[src/rtl/seg7_pkg.sv]
// Shared constants for the 7-segment scan display: BCD digit width and
// active-low segment patterns ordered {A,B,C,D,E,F,G}.
package seg7_pkg;

  localparam int BCD_W = 4;

  localparam logic [6:0] SEG_0     = 7'b0000001;
  localparam logic [6:0] SEG_1     = 7'b1001111;
  localparam logic [6:0] SEG_2     = 7'b0010010;
  localparam logic [6:0] SEG_3     = 7'b0000110;
  localparam logic [6:0] SEG_4     = 7'b1001100;
  localparam logic [6:0] SEG_5     = 7'b0100100;
  localparam logic [6:0] SEG_6     = 7'b0100000;
  localparam logic [6:0] SEG_7     = 7'b0001111;
  localparam logic [6:0] SEG_8     = 7'b0000000;
  localparam logic [6:0] SEG_9     = 7'b0000100;
  localparam logic [6:0] SEG_BLANK = 7'b1111111;
  localparam logic [6:0] SEG_DASH  = 7'b1111110;

  // Codes 10..15 cannot come out of a valid conversion; show them blank.
  function automatic logic [6:0] seg_encode(input logic [BCD_W-1:0] d);
    logic [6:0] s;
    case (d)
      4'd0:    s = SEG_0;
      4'd1:    s = SEG_1;
      4'd2:    s = SEG_2;
      4'd3:    s = SEG_3;
      4'd4:    s = SEG_4;
      4'd5:    s = SEG_5;
      4'd6:    s = SEG_6;
      4'd7:    s = SEG_7;
      4'd8:    s = SEG_8;
      4'd9:    s = SEG_9;
      default: s = SEG_BLANK;
    endcase
    return s;
  endfunction

endpackage

[src/rtl/bin2bcd_seq.sv]
// Sequential shift-add-3 binary-to-BCD converter, one bit per cycle.
// done and bcd are combinational on the final step so the caller can capture the result on that edge.
module bin2bcd_seq
  import seg7_pkg::*;
#(
  parameter int VALUE_W    = 27,
  parameter int BCD_DIGITS = (VALUE_W + 2) / 3
) (
  input  logic                          clk,
  input  logic                          rst,
  input  logic                          start,
  input  logic [VALUE_W-1:0]            value,
  output logic                          busy,
  output logic                          done,
  output logic [BCD_DIGITS*BCD_W-1:0]   bcd
);

  localparam int CNT_W = (VALUE_W > 1) ? $clog2(VALUE_W) : 1;

  logic [VALUE_W-1:0]          bin_p0;
  logic [BCD_DIGITS*BCD_W-1:0] bcd_p0;
  logic [BCD_DIGITS*BCD_W-1:0] bcd_adj;
  logic [BCD_DIGITS*BCD_W-1:0] bcd_step;
  logic [CNT_W-1:0]            cnt_p0;
  logic                        busy_p0;

  always_comb begin
    bcd_adj = bcd_p0;
    for (int i = 0; i < BCD_DIGITS; i++) begin
      if (bcd_adj[i*BCD_W +: BCD_W] >= 4'd5)
        bcd_adj[i*BCD_W +: BCD_W] = bcd_adj[i*BCD_W +: BCD_W] + 4'd3;
    end
    bcd_step = {bcd_adj[BCD_DIGITS*BCD_W-2:0], bin_p0[VALUE_W-1]};
  end

  assign busy = busy_p0;
  assign done = busy_p0 && (cnt_p0 == CNT_W'(VALUE_W - 1));
  assign bcd  = bcd_step;

  // stage p0: control
  always_ff @(posedge clk) begin
    if (rst) begin
      busy_p0 <= 1'b0;
      cnt_p0  <= '0;
    end else if (start && !busy_p0) begin
      busy_p0 <= 1'b1;
      cnt_p0  <= '0;
    end else if (busy_p0) begin
      cnt_p0 <= cnt_p0 + 1'b1;
      if (done)
        busy_p0 <= 1'b0;
    end
  end

  // stage p0: shift datapath
  always_ff @(posedge clk) begin
    if (start && !busy_p0) begin
      bin_p0 <= value;
      bcd_p0 <= '0;
    end else if (busy_p0) begin
      bin_p0 <= bin_p0 << 1;
      bcd_p0 <= bcd_step;
    end
  end

endmodule

[src/rtl/seg7_scan_display.sv]
// Multiplexed 7-segment display: converts a binary value to BCD, then scans
// the digits with leading-zero blanking, overflow dashes, decimal points and blink.
module seg7_scan_display
  import seg7_pkg::*;
#(
  parameter int NUM_DIGITS  = 8,
  parameter int VALUE_W     = 27,
  parameter int REFRESH_DIV = 100000,
  parameter int BLINK_DIV   = 25000000
) (
  input  logic                  clk,
  input  logic                  rst,
  input  logic [VALUE_W-1:0]    value,
  input  logic                  load,
  input  logic                  blank_lz,
  input  logic                  blink_en,
  input  logic [NUM_DIGITS-1:0] dp_mask,
  output logic                  busy,
  output logic                  overflow,
  output logic [NUM_DIGITS-1:0] anode,
  output logic                  A,
  output logic                  B,
  output logic                  C,
  output logic                  D,
  output logic                  E,
  output logic                  F,
  output logic                  G,
  output logic                  dp
);

  localparam int BCD_DIGITS = (VALUE_W + 2) / 3;
  localparam int WIDE_D     = (BCD_DIGITS > NUM_DIGITS) ? BCD_DIGITS : NUM_DIGITS;
  localparam int IDX_W      = (NUM_DIGITS > 1) ? $clog2(NUM_DIGITS) : 1;
  localparam int REF_W      = $clog2(REFRESH_DIV);
  localparam int BLK_W      = $clog2(BLINK_DIV);

  logic                          conv_busy;
  logic                          conv_done;
  logic [BCD_DIGITS*BCD_W-1:0]   conv_bcd;
  logic [WIDE_D*BCD_W-1:0]       bcd_wide;
  logic                          conv_ovf;

  bin2bcd_seq #(
    .VALUE_W    (VALUE_W),
    .BCD_DIGITS (BCD_DIGITS)
  ) u_conv (
    .clk   (clk),
    .rst   (rst),
    .start (load),
    .value (value),
    .busy  (conv_busy),
    .done  (conv_done),
    .bcd   (conv_bcd)
  );

  assign busy     = conv_busy;
  assign bcd_wide = (WIDE_D*BCD_W)'(conv_bcd);

  always_comb begin
    conv_ovf = 1'b0;
    for (int i = NUM_DIGITS; i < WIDE_D; i++)
      conv_ovf = conv_ovf | (|bcd_wide[i*BCD_W +: BCD_W]);
  end

  logic [NUM_DIGITS*BCD_W-1:0] disp_p1;
  logic                        ovf_p1;
  logic [REF_W-1:0]            ref_cnt_p1;
  logic [IDX_W-1:0]            idx_p1;
  logic [BLK_W-1:0]            blk_cnt_p1;
  logic                        phase_p1;

  // stage p1: display register, updated only by a completed conversion
  always_ff @(posedge clk) begin
    if (rst) begin
      disp_p1 <= '0;
      ovf_p1  <= 1'b0;
    end else if (conv_done) begin
      disp_p1 <= bcd_wide[NUM_DIGITS*BCD_W-1:0];
      ovf_p1  <= conv_ovf;
    end
  end

  assign overflow = ovf_p1;

  // stage p1: scan index and blink phase
  always_ff @(posedge clk) begin
    if (rst) begin
      ref_cnt_p1 <= '0;
      idx_p1     <= '0;
      blk_cnt_p1 <= '0;
      phase_p1   <= 1'b0;
    end else begin
      if (ref_cnt_p1 == REF_W'(REFRESH_DIV - 1)) begin
        ref_cnt_p1 <= '0;
        idx_p1     <= (idx_p1 == IDX_W'(NUM_DIGITS - 1)) ? '0 : idx_p1 + 1'b1;
      end else begin
        ref_cnt_p1 <= ref_cnt_p1 + 1'b1;
      end
      // Holding the counter at zero too gives a full "on" window when blink starts.
      if (!blink_en) begin
        blk_cnt_p1 <= '0;
        phase_p1   <= 1'b0;
      end else if (blk_cnt_p1 == BLK_W'(BLINK_DIV - 1)) begin
        blk_cnt_p1 <= '0;
        phase_p1   <= ~phase_p1;
      end else begin
        blk_cnt_p1 <= blk_cnt_p1 + 1'b1;
      end
    end
  end

  logic [NUM_DIGITS-1:0] lz_blank;
  logic                  higher_nz;
  logic [BCD_W-1:0]      cur_digit;
  logic [6:0]            seg_next;
  logic [NUM_DIGITS-1:0] anode_next;

  always_comb begin
    higher_nz = 1'b0;
    lz_blank  = '0;
    for (int i = NUM_DIGITS - 1; i >= 0; i--) begin
      higher_nz   = higher_nz | (|disp_p1[i*BCD_W +: BCD_W]);
      lz_blank[i] = blank_lz && (i != 0) && !higher_nz;
    end
    cur_digit = disp_p1[idx_p1*BCD_W +: BCD_W];
    if (ovf_p1)
      seg_next = SEG_DASH;
    else if (lz_blank[idx_p1])
      seg_next = SEG_BLANK;
    else
      seg_next = seg_encode(cur_digit);
    if (blink_en && phase_p1)
      anode_next = '1;
    else
      anode_next = ~(NUM_DIGITS'(1) << idx_p1);
  end

  logic [NUM_DIGITS-1:0] anode_p2;
  logic [6:0]            seg_p2;
  logic                  dp_p2;

  // stage p2: anode, segments and dp registered together so they switch on the same edge
  always_ff @(posedge clk) begin
    if (rst) begin
      anode_p2 <= '1;
      seg_p2   <= SEG_BLANK;
      dp_p2    <= 1'b1;
    end else begin
      anode_p2 <= anode_next;
      seg_p2   <= seg_next;
      dp_p2    <= ~dp_mask[idx_p1];
    end
  end

  assign anode = anode_p2;
  assign {A, B, C, D, E, F, G} = seg_p2;
  assign dp = dp_p2;

endmodule

[config.mk]
export PLATFORM = sky130hd
export DESIGN_NAME = seg7_scan_display
export DESIGN_NICKNAME = d
export VERILOG_FILES = /design/src/rtl/seg7_pkg.sv /design/src/rtl/bin2bcd_seq.sv /design/src/rtl/seg7_scan_display.sv
export SDC_FILE = /design/constraint.sdc
export NUM_CORES = 1
export LEC_CHECK = 0
export ABC_AREA = 0
export CORE_MARGIN = 2
export CORE_UTILIZATION = 45
export CTS_CLUSTER_DIAMETER = 100
export DETAILED_ROUTE_END_ITERATION = 7
export GPL_ROUTABILITY_DRIVEN = 0
export HOLD_SLACK_MARGIN = 0.1
export PLACE_DENSITY = 0.66
export SLEW_MARGIN = 5
export SYNTH_ARGS = -nofsm -noshare
export SYNTH_HDL_FRONTEND = slang
export SYNTH_SLANG_ARGS = --single-unit
[constraint.sdc]
create_clock -name clk -period 2.3 [get_ports clk]
set_input_delay 0.46 -clock clk [delete_from_list [all_inputs] [get_ports clk]]
set_output_delay 0.46 -clock clk [all_outputs]
set_load 0.05 [all_outputs]
# Word-level counts from Yosys, hierarchy flattened
# Memories as Yosys holds them, arrays and structs flattened.
# Index checks and enable logic that the tools add are counted.
# totals
regBits,164
romBits,112
in_bits,40
out_inout_bits,18
wordCells,108
mem_count,1
# mem_list
name,depth,word_bits,read_ports,rd_ports_with_merged_regs,write_ports,line,rtl
(no name shown),16,7,1,0,0,seg7_pkg.sv:23,case (d)
# op_classes
add_sub_neg,13
magnitude_cmp,10
eq_ne,4
shifts,2
mux,21
bitwise,10
n_reduce_logical,33
# op_table
cell,count
$mux 27,2
$ge 4x3->1 const B,9
$add 4x2->4 const B,8
$mux 4,8
$reduce_or 4->1,8
$shiftx 32x6->4,1
$add 25x1->25 const B,1
$eq 25x25->1 const B,1
$add 17x1->17 const B,1
$eq 17x17->1 const B,1
$logic_and 1x1->1,10
$logic_not 1->1,8
$not 8->8,1
$reduce_or 2->1,4
$shl 1x3->8 const A,1
$mux 1,7
$bmux 1 s3,2
$mux 3,2
$or 1x1->1,6
$reduce_or 3->1,2
$add 5x1->5 const B,1
$eq 5x5->1 const B,1
$lt 3x4->1 const B,1
$add 3x1->3 const B,1
other kinds (4),6

# Depth between registers and ports, before layout
# logic_depth
depth_word,13
depth_mapped,10
depth_no_buf,8

# Hierarchy
# From an unflattened synthesis, not the netlist that was laid out.
# unflattened
hier_cells,875
area_unflattened_um2,8321.7
# by_module_without_submodules
mod,n_inst,cells_per_inst,area_per_inst_um2,seq_area_each_um2
seg7_scan_display,1,457,4337.9,1901.8
bin2bcd_seq,1,418,3983.8,1651.6

# Worst setup path before layout
# No wires, ideal clock.
# synth_path
path_kind,reg2reg
from,"reg u_conv.busy_p0, in the netlist u_conv.busy"
to,reg u_conv.bin_p0[0] (enable)
setup_ns,0.382
t_arrival_ns,1.873
required_time_ns,1.918
slack_ns,0.046
path_stages_with_launch,5
path_buffers,2
synth_period_minus_slack_ns,2.254
cell_sequence,dfxtp_1 -> clkbuf_1 -> clkbuf_1 -> nor2_1 -> inv_1
# synth_via
elab_chain_len,3
# synth_lines
item,line,rtl
start: declaration,bin2bcd_seq.sv:25,logic busy_p0;
start signal: assignment,bin2bcd_seq.sv:43,busy_p0 <= 1'b0;
start signal: assignment,bin2bcd_seq.sv:46,busy_p0 <= 1'b1;
start signal: assignment,bin2bcd_seq.sv:51,busy_p0 <= 1'b0;
$logic_not 1->1,bin2bcd_seq.sv:57,if (start && !busy_p0) begin
$logic_and 1x1->1,bin2bcd_seq.sv:57,
$reduce_bool 2->1 (no source line) (*),-,
end signal: assignment,bin2bcd_seq.sv:58,bin_p0 <= value;
end signal: assignment,bin2bcd_seq.sv:61,bin_p0 <= bin_p0 << 1;
end: declaration,bin2bcd_seq.sv:20,logic [VALUE_W-1:0] bin_p0;
# Mark *: on every way between the ends. The rest lies on a longest branch, timed or not.
# A chain may end at the register's enable or synchronous reset.

# Worst setup path after layout
# layout_path
from,reg idx_p1[1]
to,reg seg_p2[3]
# layout_via
elab_chain_len,3
word_cells_on_any_way,5
classes_between,1 x shift; 2 x mux; 1 x reduce/logical; 1 x memory
# layout_lines
item,line,rtl
start: declaration,seg7_scan_display.sv:68,logic [IDX_W-1:0] idx_p1;
start signal: assignment,seg7_scan_display.sv:95,idx_p1 <= (idx_p1 == IDX_W'(NUM_DIGITS - 1)) ? '0 : idx_p1 + 1'b1;
"parallel branches: the longest is 3 deep, another holds $mem_v2 16x7",-,
end signal: assignment,seg7_scan_display.sv:150,seg_p2 <= seg_next;
end: declaration,seg7_scan_display.sv:139,logic [6:0] seg_p2;
# Several ways; the timed one is not identified. The select of a mux whose other input is x is not followed.

==> flow_summary.json <==
{
  "status": "finished clean",
  "grt_max_degree": 43,
  "synthArstFlopShare_pct": 0,
  "rows": 48,
  "final_common_cell": "dfxtp_1",
  "diodes": 0,
  "worstPathRequired_ns": 2.65,
  "ios": 58,
  "layoutNonFillerInstCount": 1129,
  "slowest_stage": "mux4_2",
  "grt_overflow_total": 0,
  "hold_viol": 0,
  "wl_um": 14900,
  "fin_crit_sh_pct": 93.8,
  "drt-initial-drc-count": 262,
  "internal_power_w": 0.00484,
  "synth_ff_type": "dfxtp_1",
  "die_y_um": 136,
  "yosysSeqAreaShare_pct": 45.1,
  "worst_ep_arrival_time_ns": 2.51,
  "avgRoutedWirePerCell_um": 13.2,
  "fillers": 1603,
  "ys_types": 52,
  "finalNetCount": 965,
  "switching_share_pct": 23.0,
  "hold_path_class": "in -> reg",
  "dp.final_hpwl_um": 10500,
  "rsz0062_at_grt": "no",
  "total_power_w": 0.00628,
  "fin_skew_ns": 0.00906,
  "p_clk_share_pct": 44.5,
  "final.min_clock_period_ns": 2.16,
  "met1_usage_pct": 23.4,
  "clk_pin_slew_ns": 0.07,
  "switchingPower_w": 0.00145,
  "cts_setup_buffers": 0,
  "io_buffers": 57,
  "die-area_sq_um": 18600,
  "hold_buffers": 0,
  "drc": 0,
  "ys.warnings.count": 0,
  "crit_type": "reg -> reg",
  "die_x_um": 136,
  "use_met3_pct": 5.18,
  "layout-drive-gt1-share_pct": 12.4,
  "holdWs_ns": 0.413,
  "cts-htree-levels": 4,
  "setup-violations-final": 0,
  "clockBufferDepth": 2,
  "cts-root-buf": "clkbuf_16",
  "maxCapViolCount": 0,
  "irDropWorstVdd_mv": 0.547,
  "final_core_util_pct": 54.0,
  "syn_area_sq_um": 7880,
  "syn-num-nets": 907,
  "crit_fanout": 8,
  "slew_headroom_pct": 65.7,
  "powerDensity_nw_per_um2": 676,
  "clkLatencyLatePin_ns": 0.43,
  "grt_usage_pct": 17.1,
  "ys_ff_latch": 164,
  "clock_sinks": 164,
  "avgSynthCellArea_sq_um": 9.46,
  "tightest_slew_ns": 0.512,
  "area_growth_pct": 18.0,
  "grt_pass1_vias": 5458,
  "end_kind": "flop",
  "vias": 5782,
  "seqPwrFrac_pct": 48.9,
  "cts.repair.resized": 1,
  "p_comb_share_pct": 6.6,
  "antenna_left": 0,
  "grt_use_met2_pct": 25.8,
  "cts_tree": "built",
  "via_per_inst": 5.12,
  "start_util_pct": 45.7,
  "synth_edf_count": 27,
  "max_stage_delay_ns": 0.53,
  "drt-pass1-iter-count": 4,
  "start_kind": "flop",
  "drv_slew": 0,
  "core_sq_um": 17200,
  "cts-buffers-inserted": 17,
  "p_leak_nw": 3.30,
  "place_inst": 1097,
  "tns_ns": 0,
  "antenna_found_initial": 0,
  "synth_cells": 833,
  "final_cell_mix": "dfxtp_1, nand2_1, nor2_1",
  "crit_chain": "mux2_2 -> mux4_2 -> inv_1 -> ha_1 -> nor3_2 -> a211oi_1 -> o211ai_1",
  "max_freq_mhz": 463,
  "busiest_layer": "met2",
  "grt_pass1_wl_um": 25600
}
[area by class of cell]
cell class,instances,area [sq um],share of cell area (%)
timing repair buffer,77,751,8.07
multi-input combinational,591,3980,42.8
inverter,40,151,1.63
tap,225,282,3.03
clock buffer,17,425,4.57
sequential,164,3560,38.3
clock inverter,15,153,1.64
[cell families (layout without fill, tap and decap cells)]
family / Yosys count / count (layout) / synth area share (%)
simple gates: 320 / 320 / 20.0
flops: 164 / 164 / 45.1
compound gates: 127 / 127 / 10.0
buf+inv: 78 / 149 / 4.49
mux: 61 / 61 / 9.56
xor+xnor: 49 / 49 / 5.45
fa+ha+maj: 34 / 34 / 5.40
[power groups by stage]
stage / combinational, W / sequential (W) / clock, W
after global routing: 0.000459 / 0.00308 / 0.00300
after CTS: 0.000421 / 0.00307 / 0.00287
final: 0.000414 / 0.00307 / 0.00280
after detailed placement: 0.000420 / 0.00314 / 0
after global placement: 0.000412 / 0.00314 / 0
after floorplan: 0.000248 / 0.00315 / 0
[critical path, delay by kind of cell (launching register included)]
kind	cells	cell delay (ns)
AOI/OAI and AO/OA	2	0.22
adders and majority gates	1	0.26
muxes	2	0.89
buffers and inverters	1	0.13
DFF	1	0.40
and+or+nand+nor	1	0.18
[registers in the layout, summed over array words and instances, names as in the netlist]
signal and flops:
u_conv.bin_p0 27, overflow 1, ref_cnt_p1 17, u_conv.bcd_p0 36, dp 1, anode 8
u_conv.cnt_p0 5, disp_p1 32, idx_p1 3, blk_cnt_p1 25, seg_p2 7, phase_p1 1
u_conv.busy 1
[Yosys cell counts (4+ instances only)]
master	count	area, sq um
xnor2_1	33	289
nor4_1	10	62.6
nor3b_1	11	82.6
mux4_2	7	158
dfxtp_1	137	2740
ha_1	34	425
o21ai_0	32	160
buf_6	4	45.0
nand4_1	11	68.8
buf_2	8	40.0
and3_1	4	25.0
o211ai_1	5	37.5
clkbuf_1	23	86.3
a21oi_1	48	240
nand3_1	22	110
and2_1	8	50.1
nand2b_1	35	219
xor2_1	16	140
edfxtp_1	27	811
mux2_2	33	372
o31ai_1	19	143
and4_1	7	61.3
nor2_1	61	229
mux2i_1	18	180
inv_1	39	146
nor3_1	24	120
nand2_1	109	409
or3_1	4	25.0
a211oi_1	14	105
[per-layer routing]
metal  vias up  routed length (um)
li1       3013                   -
met1      2657                7500
met2        98                6500
met3        14                 674
met4         0                 188
met5         -                   0
[path summary, 6_finish.rpt]
check | start | endpoint | slack (ns) | cells past startpoint
worst max-delay path | idx_p1[1]$_SDFFE_PP0P_ | seg_p2[3]$_SDFF_PP1_ | 0.14 | 7
worst min-delay path | rst | dp$_SDFF_PP1_ | 0.41 | 3
worst max register to register | idx_p1[1]$_SDFFE_PP0P_ | seg_p2[3]$_SDFF_PP1_ | 0.14 | 7
worst min register to register | ref_cnt_p1[0]$_SDFF_PP0_ | ref_cnt_p1[0]$_SDFF_PP0_ | 0.44 | 1
[per-stage QoR]
stage / setup slack (ns) / area, sq um
after global placement: 0.0632 / 8710
after global routing: 0.0527 / 9300
final: 0.142 / 9300
after detailed placement: 0.00642 / 8710
after floorplan: 0.0457 / 7880
after CTS: 0.0956 / 9290
Power figures use the tool's default switching activity.
